File: config.mk
export PLATFORM = sky130hd
export DESIGN_NAME = riscv_mc_controller
export DESIGN_NICKNAME = d
export VERILOG_FILES = /design/src/rtl/riscv_mc_controller.sv
export SDC_FILE = /design/constraint.sdc
export NUM_CORES = 1
export LEC_CHECK = 0
export CAP_MARGIN = 5
export CORE_MARGIN = 1.5
export CORE_UTILIZATION = 41
export DETAILED_ROUTE_END_ITERATION = 8
export PLACE_DENSITY = 0.77
export SLEW_MARGIN = 5
export SYNTH_ARGS = -nofsm -noshare
export SYNTH_HDL_FRONTEND = slang
export SYNTH_SLANG_ARGS = --single-unit
File: constraint.sdc
create_clock -name clk -period 2 [get_ports clk]
set_input_delay 0.2 -clock clk [delete_from_list [all_inputs] [get_ports clk]]
set_output_delay 0.2 -clock clk [all_outputs]
set_load 0.005 [all_outputs]
File: src/rtl/riscv_mc_controller.sv
// Multi-cycle RV32I control FSM: decodes the latched instruction, sequences datapath
// muxes, memory and register-file enables, flags illegal opcodes and counts retirements.
module riscv_mc_controller #(
    parameter int XLEN  = 32,
    parameter int CNT_W = 32
) (
    input  logic             clk,
    input  logic             rst,
    input  logic [XLEN-1:0]  instr,
    input  logic             mem_ready,
    input  logic             res_zero,
    input  logic             res_lsb,
    output logic             pc_write,
    output logic             adr_src,
    output logic             mem_req,
    output logic             mem_write,
    output logic             ir_write,
    output logic             reg_write,
    output logic [1:0]       result_src,
    output logic [1:0]       alu_src_a,
    output logic [1:0]       alu_src_b,
    output logic [2:0]       imm_src,
    output logic [3:0]       alu_cntrl,
    output logic             illegal,
    output logic [CNT_W-1:0] instret
);

    typedef enum logic [3:0] {
        S_FETCH    = 4'd0,
        S_DECODE   = 4'd1,
        S_MEMADR   = 4'd2,
        S_MEMREAD  = 4'd3,
        S_MEMWB    = 4'd4,
        S_MEMWRITE = 4'd5,
        S_EXECR    = 4'd6,
        S_EXECI    = 4'd7,
        S_ALUWB    = 4'd8,
        S_JAL      = 4'd9,
        S_JALR     = 4'd10,
        S_BRANCH   = 4'd11,
        S_LUI      = 4'd12,
        S_TRAP     = 4'd13
    } state_t;

    localparam logic [6:0] OP_LOAD  = 7'b0000011;
    localparam logic [6:0] OP_STORE = 7'b0100011;
    localparam logic [6:0] OP_R     = 7'b0110011;
    localparam logic [6:0] OP_I     = 7'b0010011;
    localparam logic [6:0] OP_JAL   = 7'b1101111;
    localparam logic [6:0] OP_JALR  = 7'b1100111;
    localparam logic [6:0] OP_BR    = 7'b1100011;
    localparam logic [6:0] OP_LUI   = 7'b0110111;

    localparam logic [3:0] ALU_ADD  = 4'd0;
    localparam logic [3:0] ALU_SUB  = 4'd1;
    localparam logic [3:0] ALU_AND  = 4'd2;
    localparam logic [3:0] ALU_OR   = 4'd3;
    localparam logic [3:0] ALU_SLL  = 4'd4;
    localparam logic [3:0] ALU_SLTU = 4'd5;
    localparam logic [3:0] ALU_SLT  = 4'd6;
    localparam logic [3:0] ALU_XOR  = 4'd7;
    localparam logic [3:0] ALU_SRL  = 4'd8;
    localparam logic [3:0] ALU_SRA  = 4'd9;

    localparam logic [1:0] A_PC = 2'b00, A_OLDPC = 2'b01, A_RS1 = 2'b10, A_ZERO = 2'b11;
    localparam logic [1:0] B_RS2 = 2'b00, B_IMM = 2'b01, B_FOUR = 2'b10;
    localparam logic [1:0] RES_ALUOUT = 2'b00, RES_MEM = 2'b01, RES_ALU = 2'b10;
    localparam logic [2:0] IMM_I = 3'b000, IMM_S = 3'b001, IMM_B = 3'b010, IMM_J = 3'b011, IMM_U = 3'b100;

    state_t           state_r;
    state_t           state_next_s;
    logic             illegal_r;
    logic [CNT_W-1:0] instret_r;
    logic [6:0]       opcode_s;
    logic [2:0]       funct3_s;
    logic             unused_instr_s;

    assign opcode_s       = instr[6:0];
    assign funct3_s       = instr[14:12];
    assign unused_instr_s = ^{instr[XLEN-1:31], instr[29:15], instr[11:7]};
    assign illegal        = illegal_r;
    assign instret        = instret_r;

    // funct3 to ALU op; sub_en/sra_en carry the instr[30] qualifier where it applies
    function automatic logic [3:0] alu_decode(input logic [2:0] f3, input logic sub_en, input logic sra_en);
        logic [3:0] op;
        case (f3)
            3'b000:  op = sub_en ? ALU_SUB : ALU_ADD;
            3'b001:  op = ALU_SLL;
            3'b010:  op = ALU_SLT;
            3'b011:  op = ALU_SLTU;
            3'b100:  op = ALU_XOR;
            3'b101:  op = sra_en ? ALU_SRA : ALU_SRL;
            3'b110:  op = ALU_OR;
            3'b111:  op = ALU_AND;
            default: op = ALU_ADD;
        endcase
        return op;
    endfunction

    // State register, sticky illegal flag and retired-instruction counter
    always_ff @(posedge clk) begin
        if (rst) begin
            state_r   <= S_FETCH;
            illegal_r <= 1'b0;
            instret_r <= '0;
        end else begin
            state_r <= state_next_s;
            if (state_next_s == S_TRAP) begin
                illegal_r <= 1'b1;
            end
            if ((state_r != S_FETCH) && (state_next_s == S_FETCH)) begin
                instret_r <= instret_r + CNT_W'(1);
            end
        end
    end

    // Next-state and Moore strobe decode; reset cycle forces every strobe low
    always_comb begin
        state_next_s = state_r;
        pc_write     = 1'b0;
        adr_src      = 1'b0;
        mem_req      = 1'b0;
        mem_write    = 1'b0;
        ir_write     = 1'b0;
        reg_write    = 1'b0;
        result_src   = RES_ALUOUT;
        alu_src_a    = A_PC;
        alu_src_b    = B_RS2;
        imm_src      = IMM_I;
        alu_cntrl    = ALU_ADD;
        if (rst) begin
            state_next_s = S_FETCH;
        end else begin
            case (state_r)
                S_FETCH: begin
                    mem_req      = 1'b1;
                    alu_src_b    = B_FOUR;
                    result_src   = RES_ALU;
                    ir_write     = mem_ready;
                    pc_write     = mem_ready;
                    state_next_s = mem_ready ? S_DECODE : S_FETCH;
                end
                S_DECODE: begin
                    alu_src_a = A_OLDPC;
                    alu_src_b = B_IMM;
                    imm_src   = (opcode_s == OP_JAL) ? IMM_J : IMM_B;
                    case (opcode_s)
                        OP_LOAD, OP_STORE: state_next_s = S_MEMADR;
                        OP_R:              state_next_s = S_EXECR;
                        OP_I:              state_next_s = S_EXECI;
                        OP_JAL:            state_next_s = S_JAL;
                        OP_JALR:           state_next_s = S_JALR;
                        OP_BR:             state_next_s = S_BRANCH;
                        OP_LUI:            state_next_s = S_LUI;
                        default:           state_next_s = S_TRAP;
                    endcase
                end
                S_MEMADR: begin
                    alu_src_a = A_RS1;
                    alu_src_b = B_IMM;
                    // opcode bit 5 separates stores from loads
                    if (opcode_s[5]) begin
                        imm_src      = IMM_S;
                        state_next_s = S_MEMWRITE;
                    end else begin
                        imm_src      = IMM_I;
                        state_next_s = S_MEMREAD;
                    end
                end
                S_MEMREAD: begin
                    mem_req      = 1'b1;
                    adr_src      = 1'b1;
                    state_next_s = mem_ready ? S_MEMWB : S_MEMREAD;
                end
                S_MEMWB: begin
                    result_src   = RES_MEM;
                    reg_write    = 1'b1;
                    state_next_s = S_FETCH;
                end
                S_MEMWRITE: begin
                    mem_req      = 1'b1;
                    mem_write    = 1'b1;
                    adr_src      = 1'b1;
                    state_next_s = mem_ready ? S_FETCH : S_MEMWRITE;
                end
                S_EXECR: begin
                    alu_src_a    = A_RS1;
                    alu_src_b    = B_RS2;
                    alu_cntrl    = alu_decode(funct3_s, instr[30], instr[30]);
                    state_next_s = S_ALUWB;
                end
                S_EXECI: begin
                    alu_src_a    = A_RS1;
                    alu_src_b    = B_IMM;
                    imm_src      = IMM_I;
                    alu_cntrl    = alu_decode(funct3_s, 1'b0, instr[30]);
                    state_next_s = S_ALUWB;
                end
                S_ALUWB: begin
                    result_src   = RES_ALUOUT;
                    reg_write    = 1'b1;
                    state_next_s = S_FETCH;
                end
                S_JAL: begin
                    alu_src_a    = A_OLDPC;
                    alu_src_b    = B_FOUR;
                    result_src   = RES_ALUOUT;
                    pc_write     = 1'b1;
                    state_next_s = S_ALUWB;
                end
                S_JALR: begin
                    // target is parked in alu_out; JAL then loads it and links
                    alu_src_a    = A_RS1;
                    alu_src_b    = B_IMM;
                    imm_src      = IMM_I;
                    result_src   = RES_ALU;
                    state_next_s = S_JAL;
                end
                S_BRANCH: begin
                    alu_src_a    = A_RS1;
                    alu_src_b    = B_RS2;
                    result_src   = RES_ALUOUT;
                    state_next_s = S_FETCH;
                    case (funct3_s)
                        3'b000:  begin alu_cntrl = ALU_XOR;  pc_write = res_zero;  end
                        3'b001:  begin alu_cntrl = ALU_XOR;  pc_write = ~res_zero; end
                        3'b100:  begin alu_cntrl = ALU_SLT;  pc_write = res_lsb;   end
                        3'b101:  begin alu_cntrl = ALU_SLT;  pc_write = ~res_lsb;  end
                        3'b110:  begin alu_cntrl = ALU_SLTU; pc_write = res_lsb;   end
                        3'b111:  begin alu_cntrl = ALU_SLTU; pc_write = ~res_lsb;  end
                        default: state_next_s = S_TRAP;
                    endcase
                end
                S_LUI: begin
                    alu_src_a    = A_ZERO;
                    alu_src_b    = B_IMM;
                    imm_src      = IMM_U;
                    state_next_s = S_ALUWB;
                end
                S_TRAP: begin
                    state_next_s = S_TRAP;
                end
                default: begin
                    state_next_s = S_TRAP;
                end
            endcase
        end
    end

endmodule

Word-level counts from Yosys, hierarchy flattened
Index checks and enable logic that the tools add are counted. W data, S select, Z words.

Mux-type cells: 38. Reductions and logical operators: 21. Bitwise gates (word level): 2. Add/subtract/negate cells: 1. Equal/unequal tests: 28.

Operator list (number): $pmux W4 S8 (2); $pmux W4 S9 (1); $add A32 B1 Y32 const B (1); $pmux W4 S7 (1); $eq A4 B4 Y1 const B (6); $reduce_or A2 Y1 (11); $eq A7 B6 Y1 const B (3); $eq A7 B7 Y1 const B (3); $pmux W3 S3 (2); $eq A4 B3 Y1 const B (4); $mux W1 (16); $eq A3 B3 Y1 const B (4); $mux W3 (4); $mux W4 (3); $pmux W4 S3 (1); $reduce_or A5 Y1 (2); $eq A4 B2 Y1 const B (2); $logic_not A4 Y1 (2); $pmux W2 S2 (2); $eq A7 B2 Y1 const B (1); $eq A7 B5 Y1 const B (1); $eq A3 B2 Y1 const B (2); $mux W2 (3); $pmux W2 S3 (1); 11 further kinds (12).

Bits in registers: 37. Logic and storage cells: 93. Output and inout bits: 52. Input bits: 37.

Longest topological paths before layout
Gate-level depths: netlist (run 1).

Word-level depth: 7. Gate-level depth with buffers: 10. Depth with buffers taken out: 7.

Worst setup path before layout (run 1)
Ideal clock, no wire load.

Path type: reg-to-reg. Start: register instret_r[0] (netlist: instret[0]). End: register instret_r[14] (netlist: instret[14]). Buffers on the path: 1. Library setup time: 0.070 ns. Path slack: 0.064 ns. Data arrival time: 1.866 ns. Required time: 1.930 ns. Clock period less this slack: 1.936 ns. Stages on the path, launching flop included: 8. Path through: dfxtp_1 -> ha_1 -> and3_1 -> and3_1 -> buf_1 -> nand3_1 -> or4_1 -> a21oi_1.

Word-level cells in the longest chain between the ends: 1.

RTL lines: from (decl) (line 73) `logic [CNT_W-1:0] instret_r;`; from (signal assigned) (line 113) `instret_r <= instret_r + CNT_W'(1);`; $add A32 B1 Y32 (line 113).

Every way passes these cells. A chain may end at the register's enable or synchronous reset.

Worst setup path after layout (run 1)
Start: register state_r[1]. End: register instret_r[25] (netlist: instret[25]).

Word-level cells in the longest chain between the ends: 6. Elaborated cells on any way between the ends: 20. Those cells by class: 12 x eq/ne; 2 x mux; 6 x reduce/logical.

RTL lines: from (decl) (line 70) `state_t state_r;`; from (signal assigned) (line 108) `state_r <= state_next_s;`; $eq A4 B3 Y1 or $eq A4 B4 Y1 (tied branches) (line 135) `case (state_r)`; $reduce_or A4 Y1 (no line) or $reduce_or A2 Y1 (tied branches); $pmux W4 S9 (line 135); $mux W4 (line 132) `if (rst) begin`; $logic_not A4 Y1 (line 112) `if ((state_r != S_FETCH) && (state_next_s == S_FETCH)) begin`; $logic_and A1 B1 Y1 (*) (line 112).

Every way passes the cells marked *; elsewhere a longest branch is shown, timed or not.

==> results of run 1 <==
-- cell usage in the layout, fill, tap and decap left out, types with 4 or more instances in the layout --
master,n
buf_4,65
clkdlybuf4s50_1,47
dfxtp_1,33
nor2_1,24
nand2_1,20
a21oi_1,20
nand3_1,17
o21ai_0,16
dlygate4sd2_1,15
and3_1,13
or3_1,12
nand4_1,9
nor2b_1,9
o31ai_1,9
nor3_2,8
inv_1,7
or4_1,7
buf_6,7
mux2_2,6
a21oi_2,6
clkbuf_8,6
nand3b_1,5
a31oi_1,5
nand2b_1,4
xor2_1,4
mux2i_1,4
and4_1,4
buf_12,4
-- final cells by class --
cell class,instances,area share
inverter,9,0.00905
multi-input combinational,259,0.428
timing repair buffer,148,0.338
tap,75,0.0226
clock buffer,7,0.0208
sequential,37,0.182
-- registers in the layout, indices dropped and copies added, names as in the netlist --
name,flops
illegal,1
state_r,4
instret,32
-- metal layers --
| metal | vias to the layer above | global-route usage | wire length (um) |
|---|---|---|---|
| met5 | - | 0 | 0 |
| met4 | 0 | 0.129 | 246 |
| met3 | 24 | 0.0422 | 521 |
| met2 | 152 | 0.446 | 4240 |
| met1 | 1466 | 0.281 | 3380 |
| li1 | 1487 | - | - |
-- per-stage QoR --
stage	worst slack, ps	hold slack (ps)	area (um^2)	power [mW]
2_1_floorplan	64.1	430	2530	1.41
3_3_place_gp	-284	467	3580	1.81
3_5_place_dp	-381	470	3580	1.83
4_1_cts	-132	428	4000	2.74
5_1_grt	-317	488	4150	3.00
6_report	-218	453	4150	2.86
-- worst max-delay path, stage by stage (launching register included) --
cell and delay [ps]:
dfxtp_4 390, buf_6 120, and2b_1 200, o211ai_1 130
nand4_1 140, nand4bb_4 290, buf_12 190, or4_4 530
a21oi_2 140
-- synthesized netlist by cell type, types with 10 or more instances --
master and number:
a21oi_1 26, and3_1 13, dfxtp_1 37, nand2_1 20
nand3_1 18, nor2_1 26, nor2b_1 10, nor3_1 12
o21ai_0 16, or3_1 14
-- timing repair --
item,4_1_cts,5_1_grt
endpoints found under the setup margin,50,41
gates resized for setup,56,28
gates cloned,3,0
buffers inserted,16,8
pin swaps,15,8
-- power by group through the flow --
stage / clock network, mW / registers [mW] / logic [mW]
finish: 0.521 / 0.836 / 1.50
detailed placement: 0 / 0.835 / 0.994
global route: 0.573 / 0.843 / 1.59
CTS: 0.531 / 0.828 / 1.38
floorplan: 0 / 0.816 / 0.595
global placement: 0 / 0.835 / 0.973
-- worst paths after layout --
path	cells past startpoint	end	slack [ps]
setup reg to reg	8	instret[25]	-220
setup / recovery	8	instret[25]	-220
hold reg to reg	2	instret[31]	500
hold / removal	3	illegal	450
-- kinds of logic after synthesis --
| kind of cell | after synthesis | share of synthesized area |
|---|---|---|
| buffers and inverters | 35 | 0.0722 |
| multiplexers | 11 | 0.0470 |
| AO/OA/AOI/OAI | 78 | 0.194 |
| adder cells (fa/ha/maj) | 2 | 0.00890 |
| XOR/XNOR | 6 | 0.0208 |
| flip-flops | 37 | 0.293 |
| AND/OR/NAND/NOR | 162 | 0.364 |
==> metrics.yaml, run 1 <==
outcome: "finished, violations left"
violations: "negative setup slack"
drt-total-wl_um: 8380
fin_tns_setup_ps: -4830
p_int_mw: 1.90
setup_slack_ps: -218
netSwitchingFraction: 0.335
dieWidth_um: 81.6
placed_cells_incl_taps: 501
synthArstFlopShare: 0
drtIter0Drc: 196
fin_nets: 498
yosys.cell_types.count: 55
die_y_um: 81.6
fin_cells: 535
synth_area_leaders: "dfxtp_1 29%, a21oi_1 5.1%, nor2_1 3.9%"
syn_nets: 369
min_period_ps: 2220
clock_power_share: 0.182
die-area_um2: 6650
grt_usage: 0.249
cts_max_level: 2
r2r-start: "state_r[1]"
syn_avg_cell_area_um2: 7.65
nFillCells: 483
layout-drive-gt1-share: 0.304
yosysSeqAreaShare: 0.293
ys_warn_count: 0
grt_max_degree: 31
drv_cap: 0
seq_area_um2: 753
wl_per_cell_um: 15.7
rows: 28
num_io_pins: 89
cts_tree: "yes"
port_buffers: 67
dr.pass1.iters: 5
grt_pass1_wl_um: 13200
drcViolationCount: 0
power-per-cell-area_nw_per_um2: 690
end_kind: "flip-flop"
cts_root_buf: "clkbuf_8"
rsz0062_at_grt: "yes"
required_ps: 2220
setup_violations: 32
n_antenna_cell: 0
min-delay-start: "rst"
antenna_found_initial: 0
viasPerCell: 5.85
grt-ovfl-total: 0
synth_area_leader_cell: "dfxtp_1"
grt_pass1_vias: 3103
worst_slew_pin_slew_ps: 327
dp.final_hpwl_um: 5400
coreArea_um2: 5960
gp_congestion: 0.911
slew_headroom: 0.782
multiInputGateArea_um2: 1770
switching_power_uw: 957
crit_start: "state_r[1]"
min_path_type: "input port to flip-flop"
cp.arrival_ps: 2440
synthDominantCellAreaShare: 0.293
synthFlopType: "dfxtp_1"
p_leak_nw: 1.66
synth_seq_cells: 37
numClockSinks: 37
combPwrFrac: 0.526
cp-start-kind: "flip-flop"
fmax_ghz: 0.451
cts_buffers: 5
clk_path_buf_depth: 2
fin_util: 0.696
synth_edf_count: 0
hold_viol_final: 0
areaGrowthSynthToFinish_pct: 63.8
postSynthCellCount: 331
holdBufCountCts: 0
clock_skew_ps: 4.81
drv_slew: 0
vias: 3129
peakVddDrop_v: 0.000508
pwr-share-seq: 0.292
syn-cell-area_um2: 2530
clk_pin_slew_ps: 70
detail-route-antenna-nets: 0
critPathMaxFanout: 17
worstSetupPathType: "flip-flop to flip-flop"
start_util: 0.425
period_share: 1.11
clk_latency_ps: 280
No activity file was read; power rests on OpenSTA's default activity.
==> run 2, diff against run 1 <==
--- a/config.mk
+++ b/config.mk
@@ -9,7 +9,9 @@
 export CORE_MARGIN = 1.5
 export CORE_UTILIZATION = 41
 export DETAILED_ROUTE_END_ITERATION = 8
+export GPL_TIMING_DRIVEN = 1
 export PLACE_DENSITY = 0.77
+export RECOVER_POWER = 25
 export SLEW_MARGIN = 5
 export SYNTH_ARGS = -nofsm -noshare
 export SYNTH_HDL_FRONTEND = slang
==> metrics.yaml, run 2 (same netlist as run 1, synthesis figures left out) <==
outcome: "finished, violations left"
violations: "negative setup slack"
worst_slew_pin_slew_ps: 327
rr_worst_depth: 8
end_kind: "flip-flop"
antenna_found_initial: 0
crit_chain: "buf_6 -> and2b_1 -> o211ai_1 -> nand4_1 -> nand4bb_4 -> buf_12 -> or4_4 -> a21oi_2"
cts_tree: "yes"
die_y_um: 81.6
n_antenna_cell: 0
placed_cells_incl_taps: 501
min_path_type: "input port to flip-flop"
slew_headroom: 0.782
fin_util: 0.696
drcViolationCount: 0
cts_root_buf: "clkbuf_8"
grt_pass1_wl_um: 13200
dr.pass1.iters: 5
final_cell_mix: "65 x buf_4, 46 x clkdlybuf4s50_1, 33 x dfxtp_1"
drv_slew: 0
areaGrowthSynthToFinish_pct: 63.8
p_leak_nw: 1.66
layout_commonest_cell: "buf_4"
power-per-cell-area_nw_per_um2: 690
setup_violations: 32
grt_pass1_vias: 3103
gp_congestion: 0.911
power.total_mw: 2.86
clk_latency_ps: 280
cts_buffers: 5
period_share: 1.11
nFillCells: 483
fmax_ghz: 0.451
die-area_um2: 6650
peakVddDrop_v: 0.000508
vias: 3129
grt_usage: 0.249
detail-route-antenna-nets: 0
largest_reg_flops: 32
grt_max_degree: 31
dieWidth_um: 81.6
cp.arrival_ps: 2440
numClockSinks: 37
clk_pin_slew_ps: 70
worstSetupPathType: "flip-flop to flip-flop"
start_util: 0.425
rows: 28
clock_skew_ps: 4.81
setup_slack_ps: -218
drv_cap: 0
coreArea_um2: 5960
holdPathStages: 3
cp-start-kind: "flip-flop"
cpPeakStageDelay_ps: 530
drtIter0Drc: 196
cts_max_level: 2
clk_path_buf_depth: 2
drt-total-wl_um: 8380
hold_viol_final: 0
dp.final_hpwl_um: 5400
fin_cells: 535
slowest_stage: "or4_4"
required_ps: 2220
fin_nets: 498
port_buffers: 67
critPathMaxFanout: 17
viasPerCell: 5.85
grt-ovfl-total: 0
num_io_pins: 89
wl_per_cell_um: 15.7
rsz0062_at_grt: "yes"
layout-drive-gt1-share: 0.304
holdBufCountCts: 0
min_period_ps: 2220
==> run 2: path summary, 6_finish.rpt <==
kind                            startpoint          end  slack, ps
worst min register to register     illegal      illegal        500
worst max-delay path            state_r[1]  instret[25]       -220
worst max register to register  state_r[1]  instret[25]       -220
worst min-delay path                   rst      illegal        450
==> run 2: area by class of cell <==
cell class	count	area, um^2	share of cell area
tap	75	93.8	0.0226
multi-input combinational	259	1770	0.428
sequential	37	753	0.182
clock buffer	7	86.3	0.0208
inverter	9	37.5	0.00905
timing repair buffer	148	1400	0.338
==> run 2: timing repair <==
action | CTS | global route
endpoints found under the setup margin | 50 | 41
cloned | 3 | 0
gates resized for setup | 56 | 28
pin swaps | 15 | 8
buffers inserted | 16 | 8
==> run 2: power by group <==
| part | switching (mW) | total [mW] | internal, mW | leakage (nW) |
|---|---|---|---|---|
| logic | 0.648 | 1.50 | 0.854 | 1.31 |
| clock network | 0.248 | 0.521 | 0.273 | 0.0443 |
| registers | 0.0604 | 0.836 | 0.775 | 0.301 |
| total | 0.957 | 2.86 | 1.90 | 1.66 |
==> run 2: critical path, delay by kind of cell (launching register included) <==
kind,cells,cell delay (ps)
compound gates,2,270
buf+inv,2,310
flops,1,390
simple gates,4,1160
==> run 2: routing by layer <==
metal  GRT usage  vias to the layer above  wire [um]
met5           0                        -          0
met1       0.281                     1466       3380
met4       0.129                        0        246
met2       0.446                      152       4240
met3      0.0422                       24        521
li1            -                     1487          -
==> run 2: metrics by stage <==
step                worst slack [ps]  hold slack (ps)  TNS [ps]  area (um^2)
detailed placement              -381              470    -10910         3580
CTS                             -132              428     -2520         4000
floorplan                       64.1              430         0         2530
global route                    -317              488     -8460         4150
finish                          -218              453     -4830         4150
global placement                -284              467     -8440         3580
